[src/rtl/lsu_pkg.sv]
// Shared types and constants for the load/store unit.
package lsu_pkg;

  typedef enum logic {
    IDLE = 1'b0,
    BUS  = 1'b1
  } lsu_state_t;

  // funct3 encodings (stores use only B/H/W)
  localparam logic [2:0] F3_B  = 3'b000;
  localparam logic [2:0] F3_H  = 3'b001;
  localparam logic [2:0] F3_W  = 3'b010;
  localparam logic [2:0] F3_BU = 3'b100;
  localparam logic [2:0] F3_HU = 3'b101;

  localparam logic [1:0] EXC_NONE     = 2'b00;
  localparam logic [1:0] EXC_MISALIGN = 2'b01;
  localparam logic [1:0] EXC_ILLEGAL  = 2'b10;
  localparam logic [1:0] EXC_TIMEOUT  = 2'b11;

  // op_data field positions
  localparam int OP_MEM_EN   = 10;
  localparam int OP_IS_STORE = 9;
  localparam int OP_F3_HI    = 8;
  localparam int OP_F3_LO    = 6;
  localparam int OP_RD_HI    = 4;
  localparam int OP_RD_LO    = 0;

  localparam int NUM_LANES = 4;

  // Context of the outstanding bus transaction
  typedef struct packed {
    logic [31:0] pc;
    logic [31:0] ea;
    logic [4:0]  rd;
    logic [2:0]  f3;
  } lsu_txn_t;

  function automatic logic f3_legal(input logic [2:0] f3, input logic is_store);
    case (f3)
      F3_B, F3_H, F3_W: f3_legal = 1'b1;
      F3_BU, F3_HU:     f3_legal = !is_store;
      default:          f3_legal = 1'b0;
    endcase
  endfunction

  function automatic logic f3_misaligned(input logic [2:0] f3, input logic [1:0] off);
    case (f3)
      F3_H, F3_HU: f3_misaligned = off[0];
      F3_W:        f3_misaligned = (off != 2'b00);
      default:     f3_misaligned = 1'b0;
    endcase
  endfunction

endpackage

[src/rtl/load_store_unit_align.sv]
// Byte-lane steering: store enables/replication and load lane select/extension.
module lsu_align
  import lsu_pkg::*;
(
  input  logic [2:0]  st_f3,
  input  logic [1:0]  st_off,
  input  logic [31:0] st_data,
  output logic [3:0]  be,
  output logic [31:0] wdata,
  input  logic [2:0]  ld_f3,
  input  logic [1:0]  ld_off,
  input  logic [31:0] rdata,
  output logic [31:0] ld_data
);

  logic [NUM_LANES-1:0][7:0] rlane;
  logic [7:0]  ld_byte;
  logic [15:0] ld_half;

  assign rlane = rdata;

  // Size from funct3[1:0]; lanes shifted by the address offset, data replicated
  always_comb begin
    be    = 4'b1111;
    wdata = st_data;
    case (st_f3[1:0])
      2'b00: begin
        be    = 4'(4'b0001 << st_off);
        wdata = {4{st_data[7:0]}};
      end
      2'b01: begin
        be    = 4'(4'b0011 << st_off);
        wdata = {2{st_data[15:0]}};
      end
      default: ;
    endcase
  end

  // Pick the addressed lane(s) and sign/zero extend to 32 bits
  always_comb begin
    ld_byte = rlane[ld_off];
    ld_half = ld_off[1] ? rdata[31:16] : rdata[15:0];
    case (ld_f3)
      F3_B:    ld_data = {{24{ld_byte[7]}}, ld_byte};
      F3_BU:   ld_data = {24'd0, ld_byte};
      F3_H:    ld_data = {{16{ld_half[15]}}, ld_half};
      F3_HU:   ld_data = {16'd0, ld_half};
      default: ld_data = rdata;
    endcase
  end

endmodule

[src/rtl/load_store_unit.sv]
// Memory-access stage: effective address, single-outstanding req/ack bus,
// load write-back and exception reporting.
module load_store_unit
  import lsu_pkg::*;
#(
  parameter int unsigned TIMEOUT = 255
) (
  input  logic        clk_en,
  input  logic        rst,
  input  logic        valid_in,
  input  logic [31:0] r1,
  input  logic [31:0] r2,
  input  logic [31:0] imm,
  input  logic [31:0] PC,
  input  logic [10:0] op_data,
  output logic        busy,
  output logic        mem_req,
  output logic        mem_we,
  output logic [31:0] mem_addr,
  output logic [31:0] mem_wdata,
  output logic [3:0]  mem_be,
  input  logic [31:0] mem_rdata,
  input  logic        mem_ack,
  output logic        wb_valid,
  output logic [4:0]  wb_rd,
  output logic [31:0] wb_data,
  output logic        exc_valid,
  output logic [1:0]  exc_cause,
  output logic [31:0] exc_pc,
  output logic [31:0] exc_addr
);

  lsu_state_t  state;
  lsu_txn_t    txn;
  logic [15:0] tmo_cnt;

  logic [31:0] ea;
  logic [2:0]  f3;
  logic        is_store;
  logic        mem_en;
  logic [4:0]  rd;
  logic [3:0]  st_be;
  logic [31:0] st_wdata;
  logic [31:0] ld_data;
  logic        unused_op;

  assign ea        = r1 + imm;
  assign f3        = op_data[OP_F3_HI:OP_F3_LO];
  assign is_store  = op_data[OP_IS_STORE];
  assign mem_en    = op_data[OP_MEM_EN];
  assign rd        = op_data[OP_RD_HI:OP_RD_LO];
  assign unused_op = op_data[5];

  lsu_align u_align (
    .st_f3   (f3),
    .st_off  (ea[1:0]),
    .st_data (r2),
    .be      (st_be),
    .wdata   (st_wdata),
    .ld_f3   (txn.f3),
    .ld_off  (txn.ea[1:0]),
    .rdata   (mem_rdata),
    .ld_data (ld_data)
  );

  // Two-state FSM; every output is a register updated here
  always_ff @(posedge clk_en or negedge rst) begin
    if (!rst) begin
      state     <= IDLE;
      txn       <= '0;
      tmo_cnt   <= '0;
      busy      <= 1'b0;
      mem_req   <= 1'b0;
      mem_we    <= 1'b0;
      mem_addr  <= '0;
      mem_wdata <= '0;
      mem_be    <= '0;
      wb_valid  <= 1'b0;
      wb_rd     <= '0;
      wb_data   <= '0;
      exc_valid <= 1'b0;
      exc_cause <= EXC_NONE;
      exc_pc    <= '0;
      exc_addr  <= '0;
    end else begin
      wb_valid  <= 1'b0;
      exc_valid <= 1'b0;
      case (state)
        IDLE: begin
          if (valid_in && mem_en) begin
            if (!f3_legal(f3, is_store)) begin
              exc_valid <= 1'b1;
              exc_cause <= EXC_ILLEGAL;
              exc_pc    <= PC;
              exc_addr  <= ea;
            end else if (f3_misaligned(f3, ea[1:0])) begin
              exc_valid <= 1'b1;
              exc_cause <= EXC_MISALIGN;
              exc_pc    <= PC;
              exc_addr  <= ea;
            end else begin
              mem_req   <= 1'b1;
              mem_we    <= is_store;
              mem_addr  <= {ea[31:2], 2'b00};
              mem_be    <= st_be;
              mem_wdata <= is_store ? st_wdata : 32'd0;
              txn       <= '{pc: PC, ea: ea, rd: rd, f3: f3};
              tmo_cnt   <= '0;
              busy      <= 1'b1;
              state     <= BUS;
            end
          end
        end
        BUS: begin
          // Ack beats the timeout when both land on the same edge
          if (mem_ack) begin
            mem_req <= 1'b0;
            mem_we  <= 1'b0;
            mem_be  <= '0;
            busy    <= 1'b0;
            state   <= IDLE;
            if (!mem_we) begin
              wb_valid <= 1'b1;
              wb_rd    <= txn.rd;
              wb_data  <= ld_data;
            end
          end else if (tmo_cnt == 16'(TIMEOUT - 1)) begin
            mem_req   <= 1'b0;
            mem_we    <= 1'b0;
            mem_be    <= '0;
            busy      <= 1'b0;
            state     <= IDLE;
            exc_valid <= 1'b1;
            exc_cause <= EXC_TIMEOUT;
            exc_pc    <= txn.pc;
            exc_addr  <= txn.ea;
          end else begin
            tmo_cnt <= tmo_cnt + 16'd1;
          end
        end
        default: state <= IDLE;
      endcase
    end
  end

endmodule

[config.mk]
export PLATFORM = sky130hd
export DESIGN_NAME = load_store_unit
export DESIGN_NICKNAME = d
export VERILOG_FILES = /design/src/rtl/lsu_pkg.sv /design/src/rtl/load_store_unit_align.sv /design/src/rtl/load_store_unit.sv
export SDC_FILE = /design/constraint.sdc
export NUM_CORES = 1
export LEC_CHECK = 0
export CORE_AREA = 5 5 174 176
export DETAILED_ROUTE_END_ITERATION = 8
export DIE_AREA = 0 0 179 181
export PLACE_DENSITY = 0.79
export SYNTH_ARGS = -nofsm -noshare
export SYNTH_HDL_FRONTEND = slang
export SYNTH_HIERARCHICAL = 1
export SYNTH_SLANG_ARGS = --single-unit
[constraint.sdc]
create_clock -name clk_en -period 4.1 [get_ports clk_en]
set_clock_uncertainty 0.15 [all_clocks]
set_input_delay 0.82 -clock clk_en [delete_from_list [all_inputs] [get_ports clk_en]]
set_output_delay 0.82 -clock clk_en [all_outputs]
set_load 0.01 [all_outputs]
---- After elaboration in Yosys (flattened, before gate mapping) ----
Cells that the tools add are included.
operators by class
  $add $sub $neg .......................... 2
  mux-type cells .......................... 69
  shift operators ......................... 2
  bitwise operators ....................... 3
  equal/unequal tests ..................... 17
  reduce and logical (&&, ||, !) cells .... 14
  order comparisons ....................... 1
operators with widths
  cell                                                                     count
  32-bit two-way mux                                                       11
  32-bit one-hot mux with 2 select lines                                   3
  32-bit one-hot mux with 4 select lines                                   1
  16-bit two-way mux                                                       6
  32-bit adder                                                             1
  16-bit one-hot mux with 2 select lines                                   1
  1-bit two-way mux                                                        26
  4-bit two-way mux                                                        5
  16-bit by 1-bit adder with 16-bit output (second input constant)         1
  8-bit binary-select mux with 2-bit select                                1
  16-bit by 8-bit equality test with 1-bit output (second input constant)  1
  4-bit one-hot mux with 2 select lines                                    2
  3-bit equality test (second input constant)                              4
  1-bit one-hot mux with 2 select lines                                    6
  4-bit AND reduction                                                      3
  2-bit two-way mux                                                        5
  2-bit inequality test (second input constant)                            5
  8-bit two-way mux                                                        1
  3-bit by 1-bit equality test with 1-bit output (second input constant)   2
  3-bit zero test                                                          2
  5-bit AND reduction                                                      1
  2-bit one-hot mux with 2 select lines                                    1
  2-bit OR reduction                                                       2
  1-bit by 2-bit << shifter with 4-bit output (first input constant)       1
  14 further kinds                                                         16
storage, ports and cells
  bits of input ports ..................... 175
  word-level logic and storage cells ...... 126
  output and inout port bits .............. 176
  register bits ........................... 262

---- Logic depth before layout (Yosys ltp) ----
Gate-level depths: netlist (run 1).
  depth after elaboration ................. 12
  gate-level depth with buffers ........... 11

---- By module ----
Netlist (run 1), hierarchy kept.
modules (own cells, without submodules)
  module           instances  area each (sq um)  sequential area each (sq um)  cells an instance
  load_store_unit  1          11,448.5           5,805.6                       1,277
  lsu_align        1          1,198.6            0.0                           181

---- Worst setup path before layout (run 1) ----
No wires, ideal clock.
  path type ............................... input -> register
  start ................................... input port r1[0]
  end ..................................... register tmo_cnt[14]
  data required time ...................... 3.818 ns
  setup time .............................. 0.132 ns
  stages on the path ...................... 10
  slack ................................... 0.863 ns
  arrival ................................. 2.955 ns
  cells stage by stage .................... ha_1 fa_1 nor4_2 nor2_1 nor3_4 o211a_1 and2_4 nand4_1 xor2_1 nor2_1
on the way
  word-level cells in the longest chain between the ends .. 8
ends and longest elaborated chain
  what                                    line                    text
  from (decl)                             load_store_unit.sv:11   input logic [31:0] r1,
  32-bit adder                            load_store_unit.sv:47   assign ea = r1 + imm;
  named net ea[1]                         load_store_unit.sv:37   logic [31:0] ea;
  2-bit nonzero test                      lsu_pkg.sv:50           F3_W: f3_misaligned = (off != 2'b00);
  1-bit one-hot mux with 2 select lines   lsu_pkg.sv:48           case (f3)
  1-bit two-way mux                       load_store_unit.sv:91   if (!f3_legal(f3, is_store)) begin
  1-bit two-way mux                       load_store_unit.sv:90   if (valid_in && mem_en) begin
  1-bit two-way mux                       load_store_unit.sv:88   case (state)
  2-bit inequality test (no source line)  --
  5-bit AND reduction (no source line)    --
  to (signal assigned)                    load_store_unit.sv:138  tmo_cnt <= tmo_cnt + 16'd1;
  to (decl)                               load_store_unit.sv:35   logic [15:0] tmo_cnt;
The timed path passes the listed nets, and every way through them passes these cells. The select of a mux whose other input is x is not followed.
A chain may end at the register's enable or synchronous reset.

---- Worst setup path in the final report (run 1) ----
  start ................................... input port r1[1]
  end ..................................... register exc_addr[25]
on the way
  word-level cells in the longest chain between the ends .. 8
  elaborated cells between the ends (all ways) .. 12
ends and longest elaborated chain
  what                                    line                    text
  32-bit adder (*)                        load_store_unit.sv:47
  2-bit nonzero test                      lsu_pkg.sv:50
  1-bit one-hot mux with 2 select lines   lsu_pkg.sv:48
  1-bit two-way mux                       load_store_unit.sv:91
  1-bit two-way mux                       load_store_unit.sv:90
  1-bit two-way mux                       load_store_unit.sv:88
  3-bit inequality test (no source line)  --
  4-bit AND reduction (no source line)    --
  to (signal assigned)                    load_store_unit.sv:136  exc_addr <= txn.ea;
  to (decl)                               load_store_unit.sv:30   output logic [31:0] exc_addr
Mark *: on every way between the ends. The rest lies on a longest branch, timed or not. The select of a mux whose other input is x is not followed.

==> summary.md, run 1 <==
| Metric | Value |
|---|---|
| Status | `finished clean` |
| Num CTS Buffers | `26` |
| Routing usage on met1 | `29.5%` |
| GRT busiest layer | `met2` |
| Power Total | `8.88 mW` |
| CTS tree | `yes` |
| Min-delay worst type | `in2async` |
| Period utilization | `83.2%` |
| # DRC | `0` |
| Share of layout cells above drive strength 1 | `6.50%` |
| Core footprint | `28,500 um2` |
| Max Cap Viol | `0` |
| RSZ-0062 raised after global routing | `no` |
| Final hold violations | `0` |
| Max IR drop VDD | `0.310 mV` |
| Worst setup EP type | `flop` |
| Yosys cell types | `73` |
| CTS Hold Buffers Added | `0` |
| Vias in the first global route | `11,537` |
| CP startpoint kind | `input pin` |
| Leakage Power | `7.85 nW` |
| Async S/R FF share, synth | `100%` |
| I/O Pins | `351` |
| Worst slew pin tran | `0.836 ns` |
| Seq. cell area | `5810 um2` |
| Peak Freq | `0.293 GHz` |
| Slew HR | `44.3%` |
| Chip height | `181 um` |
| CTS Sinks | `232` |
| Multi-input logic area | `6150 um2` |
| Most common cell in the netlist | `nand2_1` |
| Mean area per synthesized cell | `8.67 um2` |
| GRT overflow | `0` |
| Cell taking the most area after synthesis | `dfrtp_1` |
| Wire per inst | `18.3 um` |
| Crit Path Max Fanout | `4` |
| Met3 usage | `4.81%` |
| Share of the synthesized area in the top cell type | `45.9%` |
| Starting DRC count in detailed routing | `850` |
| Cell count after synthesis | `1,458` |
| Worst reg2reg path startpoint | `state` |
| Grt met2 use | `38.6%` |
| Final setup violation count | `0` |
| Post-route ant nets | `0` |
| Post_cts resized | `0` |
| Final slew viol count | `0` |
| Antenna violations before repair | `2` |
| WP data required | `4.41 ns` |
| Arrival time at the worst endpoint | `3.72 ns` |
| Total wire length | `39,200 um` |
| Vias per cell | `5.38` |
| Clock Latency Late Sink | `0.53 ns` |
| Detailed placer's ending HPWL | `28,100 um` |
| Largest cells by area after synthesis | `dfrtp_1 (46%), nand2_1 (14%), o21ai_0 (4.7%), mux2i_1 (4.2%), ha_1 (3.3%)` |
| Setup crit start | `r1[1]` |
| Starting density of the core | `44.4%` |
| Full die area | `32,400 um2` |
| Fillers | `2,402` |
| Site Rows | `62` |
| Root buffer cell | `clkbuf_16` |
| Clock Pin Slew Worst Setup and Hold Paths | `0.06 ns` |
| Max H-tree Level | `1` |
| Top_reg_cell synth | `dfrtp_1` |
| Post-CTS setup buffer count | `0` |
| Synth top cells by count | `nand2_1 (458), dfrtp_1 (232), o21ai_0 (118), nor2_1 (66), a21oi_1 (65)` |
| Post-Syn Area | `12,600 um2` |
| CTS Buffer Depth | `3` |
| I/O Buffers | `347` |
| First-pass GRT wire length | `60,900 um` |
| Chip width | `179 um` |
| Layout Nets | `1,942` |
| GP Congestion | `0.892` |
| FF+latch count, synth | `232` |
| Number of flops mapped to enable cells by yosys | `0` |
| Total track usage | `23.2%` |
| Number of synthesis warnings | `6` |
| Via count | `11,493` |
| Area grow syn2layout | `35.3%` |
| Total power divided by cell area | `519 nW/um2` |
| Setup TNS | `0 ns` |
| Post-synthesis sequential area ratio | `45.9%` |
| Pre-antenna DRT Iters | `5` |
| Final min period | `3.41 ns` |
| Crit Path Class | `in2reg` |
| Largest net degree at the start of global routing | `117` |
[placed cells by master (no fill, tap or decap), types with 13 or more instances in the layout]
master,instances
clkdlybuf4s50_1,346
o21ai_0,118
mux2_2,20
buf_4,17
nand2_1,458
ha_1,33
dfrtp_1,231
nand3_1,47
nor2_1,66
a211oi_1,19
a21o_1,13
a21oi_1,64
xnor2_1,13
clkbuf_16,26
xor2_1,28
mux2i_1,53
[worst max-delay path: stages]
cell	delay, ns
clkdlybuf4s50_1	0.45
ha_1	0.31
a21oi_1	0.25
nor2_1	0.11
o31a_1	0.36
o211ai_1	0.41
nand2_1	0.24
a211oi_2	0.29
mux2_2	0.36
nor2_1	0.09
[metrics by stage]
step | setup WS [ns] | hold WS, ns | util, % | cells | area (um2)
after global placement | 0.239 | 0.300 | 57.0 | 2089 | 16200
after CTS | 0.760 | 0.0586 | 60.1 | 2137 | 17100
after global routing | 0.589 | 0.0857 | 60.1 | 2138 | 17100
after floorplan | 0.863 | 0.289 | - | 1459 | 12700
final | 0.689 | 0.0599 | 60.1 | 2138 | 17100
after detailed placement | 0.216 | 0.304 | 57.0 | 2089 | 16200
[routing by layer]
layer	routed length, um	up-vias
met5	11	-
met4	1660	2
met3	3050	101
met2	18400	447
met1	16000	5482
li1	-	5461
[logic make-up after synthesis]
logic type / share of synthesized area [%]
and+or+nand+nor: 21.2
AOI/OAI and AO/OA: 14.8
DFF: 45.9
buffers and inverters: 5.67
muxes: 6.09
xor gates and xnor gates: 2.84
adders and majority gates: 3.42
other: 0.0297
[final cells by class]
cell class,instances,area share (%)
Clock inverter,11,0.724
Tap cell,384,2.81
Multi-Input combinational cell,1090,35.9
Clock buffer,37,4.51
Antenna cell,1,0.0146
Sequential cell,232,33.9
Timing Repair Buffer,370,21.8
Inverter,13,0.285
[flip-flops by register name (all words and copies together), names as in the netlist, 4 cells and up]
register and count:
txn 72, wb_data 32, mem_be 4, tmo_cnt 16, wb_rd 5, exc_addr 32
mem_wdata 32, exc_pc 32
[where the power goes]
group / switching (mW) / total (mW) / internal [mW]
logic: 1.50 / 3.11 / 1.61
registers: 0.442 / 3.37 / 2.93
clock network: 0.969 / 2.41 / 1.44
total: 2.91 / 8.88 / 5.98
[final timing paths]
kind / endpoint / depth (start not counted) / slack [ns]
max in group asynchronous: exc_addr[6] / 2 / 2.81
min: wb_data[27] / 1 / 0.06
min in group clk_en: wb_rd[3] / 2 / 0.30
min reg2reg: wb_rd[3] / 2 / 0.30
max reg2reg: tmo_cnt[14] / 8 / 1.10
max: exc_addr[25] / 10 / 0.69
Power figures use the tool's default switching activity.
==> run 2: changes to the inputs <==
--- a/config.mk
+++ b/config.mk
@@ -5,10 +5,10 @@
 export SDC_FILE = /design/constraint.sdc
 export NUM_CORES = 1
 export LEC_CHECK = 0
-export CORE_AREA = 5 5 174 176
+export CORE_AREA = 5 5 176 178
 export DETAILED_ROUTE_END_ITERATION = 8
-export DIE_AREA = 0 0 179 181
-export PLACE_DENSITY = 0.79
+export DIE_AREA = 0 0 181 183
+export PLACE_DENSITY = 0.8
 export SYNTH_ARGS = -nofsm -noshare
 export SYNTH_HDL_FRONTEND = slang
 export SYNTH_HIERARCHICAL = 1
==> constraint.sdc (replaced) <==
create_clock -name clk_en -period 2.8 [get_ports clk_en]
set_clock_uncertainty 0.15 [all_clocks]
set_input_delay 0.56 -clock clk_en [delete_from_list [all_inputs] [get_ports clk_en]]
set_output_delay 0.56 -clock clk_en [all_outputs]
set_load 0.01 [all_outputs]
==> summary.md, run 2 (synthesized netlist as in run 1, its figures left out) <==
| Metric | Value |
|---|---|
| Status | `finished clean` |
| RSZ-0062 raised after global routing | `no` |
| Power Total | `13.3 mW (+49%)` |
| Worst reg2reg path startpoint | `tmo_cnt[12]` |
| Slew HR | `56.8% (+13 points)` |
| CTS tree | `yes` |
| Crit Path Class | `in2reg` |
| Final min period | `2.69 ns` |
| Period utilization | `96.1%` |
| Vias per cell | `5.30 (-1.4%)` |
| Wire per inst | `17.9 um (-2.2%)` |
| Most frequent cells in the layout | `nand2_1 (457), clkdlybuf4s50_1 (341), dfrtp_1 (231)` |
| N_diodes | `0 (-1)` |
| Total wire length | `40,700 um (+3.8%)` |
| Most flops, register | `txn` |
| CP startpoint kind | `input pin` |
| GP Congestion | `0.958 (+7.3%)` |
| Total power divided by cell area | `725 nW/um2 (+40%)` |
| Total track usage | `23.6% (+0.45 points)` |
| Root buffer cell | `clkbuf_16` |
| Arrival time at the worst endpoint | `2.95 ns (-0.77 ns)` |
| I/O Pins | `351 (unchanged)` |
| CTS Sinks | `232 (unchanged)` |
| Clock Pin Slew Worst Setup and Hold Paths | `0.06 ns (about the same)` |
| Fillers | `2,351 (-2.1%)` |
| Pre-antenna DRT Iters | `5 (unchanged)` |
| Placed insts | `2,217 (+6.1%)` |
| Largest register FFs | `72 (unchanged)` |
| Peak Freq | `0.372 GHz` |
| Metal-1 WL | `16,400 um (+2.2%)` |
| Final hold violations | `0 (unchanged)` |
| Starting DRC count in detailed routing | `808 (-4.9%)` |
| Final non-filler cell total | `2,269 (+6.1%)` |
| Max Cap Viol | `0 (unchanged)` |
| Via count | `12,027 (+4.6%)` |
| Post-route ant nets | `0 (unchanged)` |
| Num CTS Buffers | `27 (+3.8%)` |
| WP data required | `3.06 ns (-1.35 ns)` |
| # DRC | `0 (unchanged)` |
| Final setup violation count | `0 (unchanged)` |
| Chip width | `181 um (+1.1%)` |
| Share of layout cells above drive strength 1 | `13.6% (+7.1 points)` |
| Highest metal used | `met5` |
| Setup crit start | `imm[6]` |
| Max IR drop VDD | `0.521 mV (+68%)` |
| Vias in the first global route | `12,199 (+5.7%)` |
| Worst hold path startpoint | `mem_wdata[1]` |
| Detailed placer's ending HPWL | `30,000 um (+6.9%)` |
| Worst setup EP type | `flop` |
| Layout Nets | `2,068 (+6.5%)` |
| Largest net degree at the start of global routing | `82 (-30%)` |
| Max H-tree Level | `1 (unchanged)` |
| Min-delay worst type | `reg2reg` |
| Core footprint | `29,200 um2 (+2.7%)` |
| Site Rows | `63 (+1.6%)` |
| Final Util | `62.6% (+2.4 points)` |
| Leakage Power | `8.54 nW (+8.8%)` |
| Area grow syn2layout | `44.6%` |
| Crit Path Max Fanout | `3 (-1)` |
| Worst slew pin tran | `0.647 ns (-0.189 ns)` |
| First-pass GRT wire length | `64,900 um (+6.5%)` |
| I/O Buffers | `347 (unchanged)` |
| Chip height | `183 um (+1.1%)` |
| Met3 wire length | `3090 um (+1.2%)` |
| Final slew viol count | `0 (unchanged)` |
| Full die area | `33,100 um2 (+2.2%)` |
| CTS Buffer Depth | `3 (unchanged)` |
| Wire length on met2 | `19,500 um (+5.5%)` |
| Antenna violations before repair | `2 (unchanged)` |
| Clock Latency Late Sink | `0.54 ns (about the same)` |
| Most common cell after layout, fill and taps aside | `nand2_1` |
| GRT overflow | `0 (unchanged)` |
| Starting density of the core | `43.2% (-1.2 points)` |
[run 2: layout make-up]
class	instances	area, um2	area share, %
Clock buffer	42	822	4.49
Clock inverter	7	55.1	0.301
Inverter	13	48.8	0.267
Multi-Input combinational cell	1090	6310	34.5
Sequential cell	232	5810	31.8
Tap cell	390	488	2.67
Timing Repair Buffer	495	4760	26.0
[run 2: path summary, 6_finish.rpt]
path / end / slack, ns / depth (start not counted)
setup / recovery: txn[33] / 0.11 / 11
hold / removal: mem_wdata[1] / 0.31 / 2
setup reg to reg: exc_addr[15] / 0.28 / 8
hold reg to reg: mem_wdata[1] / 0.31 / 2
max in group asynchronous: exc_addr[7] / 1.32 / 3
min in group asynchronous: wb_rd[3] / 0.46 / 2
[run 2: worst max-delay path, stage by stage]
cell and delay [ns]:
clkdlybuf4s50_1 0.50, ha_4 0.21, a211o_1 0.28, o31a_1 0.27
o211ai_1 0.19, buf_4 0.17, nand2_2 0.09, a211oi_4 0.27
buf_4 0.15, xor2_1 0.14, o21ai_0 0.09
[run 2: repair_timing]
item / in CTS / in global routing
endpoints found under the hold margin: 77 / 0
pin swaps: 10 / 17
setup endpoints to repair: 21 / 32
hold buffers: 1 / 0
resized for setup: 7 / 21
setup buffers: 0 / 2
[run 2: metal layers]
metal / up-vias / global-route usage (%)
met1: 5692 / 30.9
met2: 509 / 39.3
met4: 4 / 8.77
met3: 113 / 4.72
met5: - / 0
li1: 5709 / -
[run 2: through the flow]
| step | TNS [ns] | hold WS [ns] | instance area, um2 | setup slack [ns] |
|---|---|---|---|---|
| 2_1_floorplan | -0.350 | 0.114 | 12700 | -0.0890 |
| 3_3_place_gp | -77.59 | 0.299 | 17300 | -0.611 |
| 3_5_place_dp | -87.40 | 0.305 | 17300 | -0.739 |
| 4_1_cts | 0 | 0.318 | 18200 | 0.0191 |
| 5_1_grt | 0 | 0.336 | 18300 | 0.00294 |
| 6_report | 0 | 0.314 | 18300 | 0.111 |
[run 2: power breakdown]
group	internal [mW]	switching (mW)	total, mW	leakage, nW
clock network	2.02	1.42	3.44	0.430
logic	2.58	2.29	4.87	5.17
registers	4.29	0.674	4.96	2.94
==> run 3: changes to the inputs <==
--- a/config.mk
+++ b/config.mk
@@ -8,6 +8,7 @@
 export CORE_AREA = 5 5 176 178
 export DETAILED_ROUTE_END_ITERATION = 8
 export DIE_AREA = 0 0 181 183
+export GPL_TIMING_DRIVEN = 1
 export PLACE_DENSITY = 0.8
 export SYNTH_ARGS = -nofsm -noshare
 export SYNTH_HDL_FRONTEND = slang
==> results of run 3 <==
Final layout, timing and power as in run 2 (identical DEF).
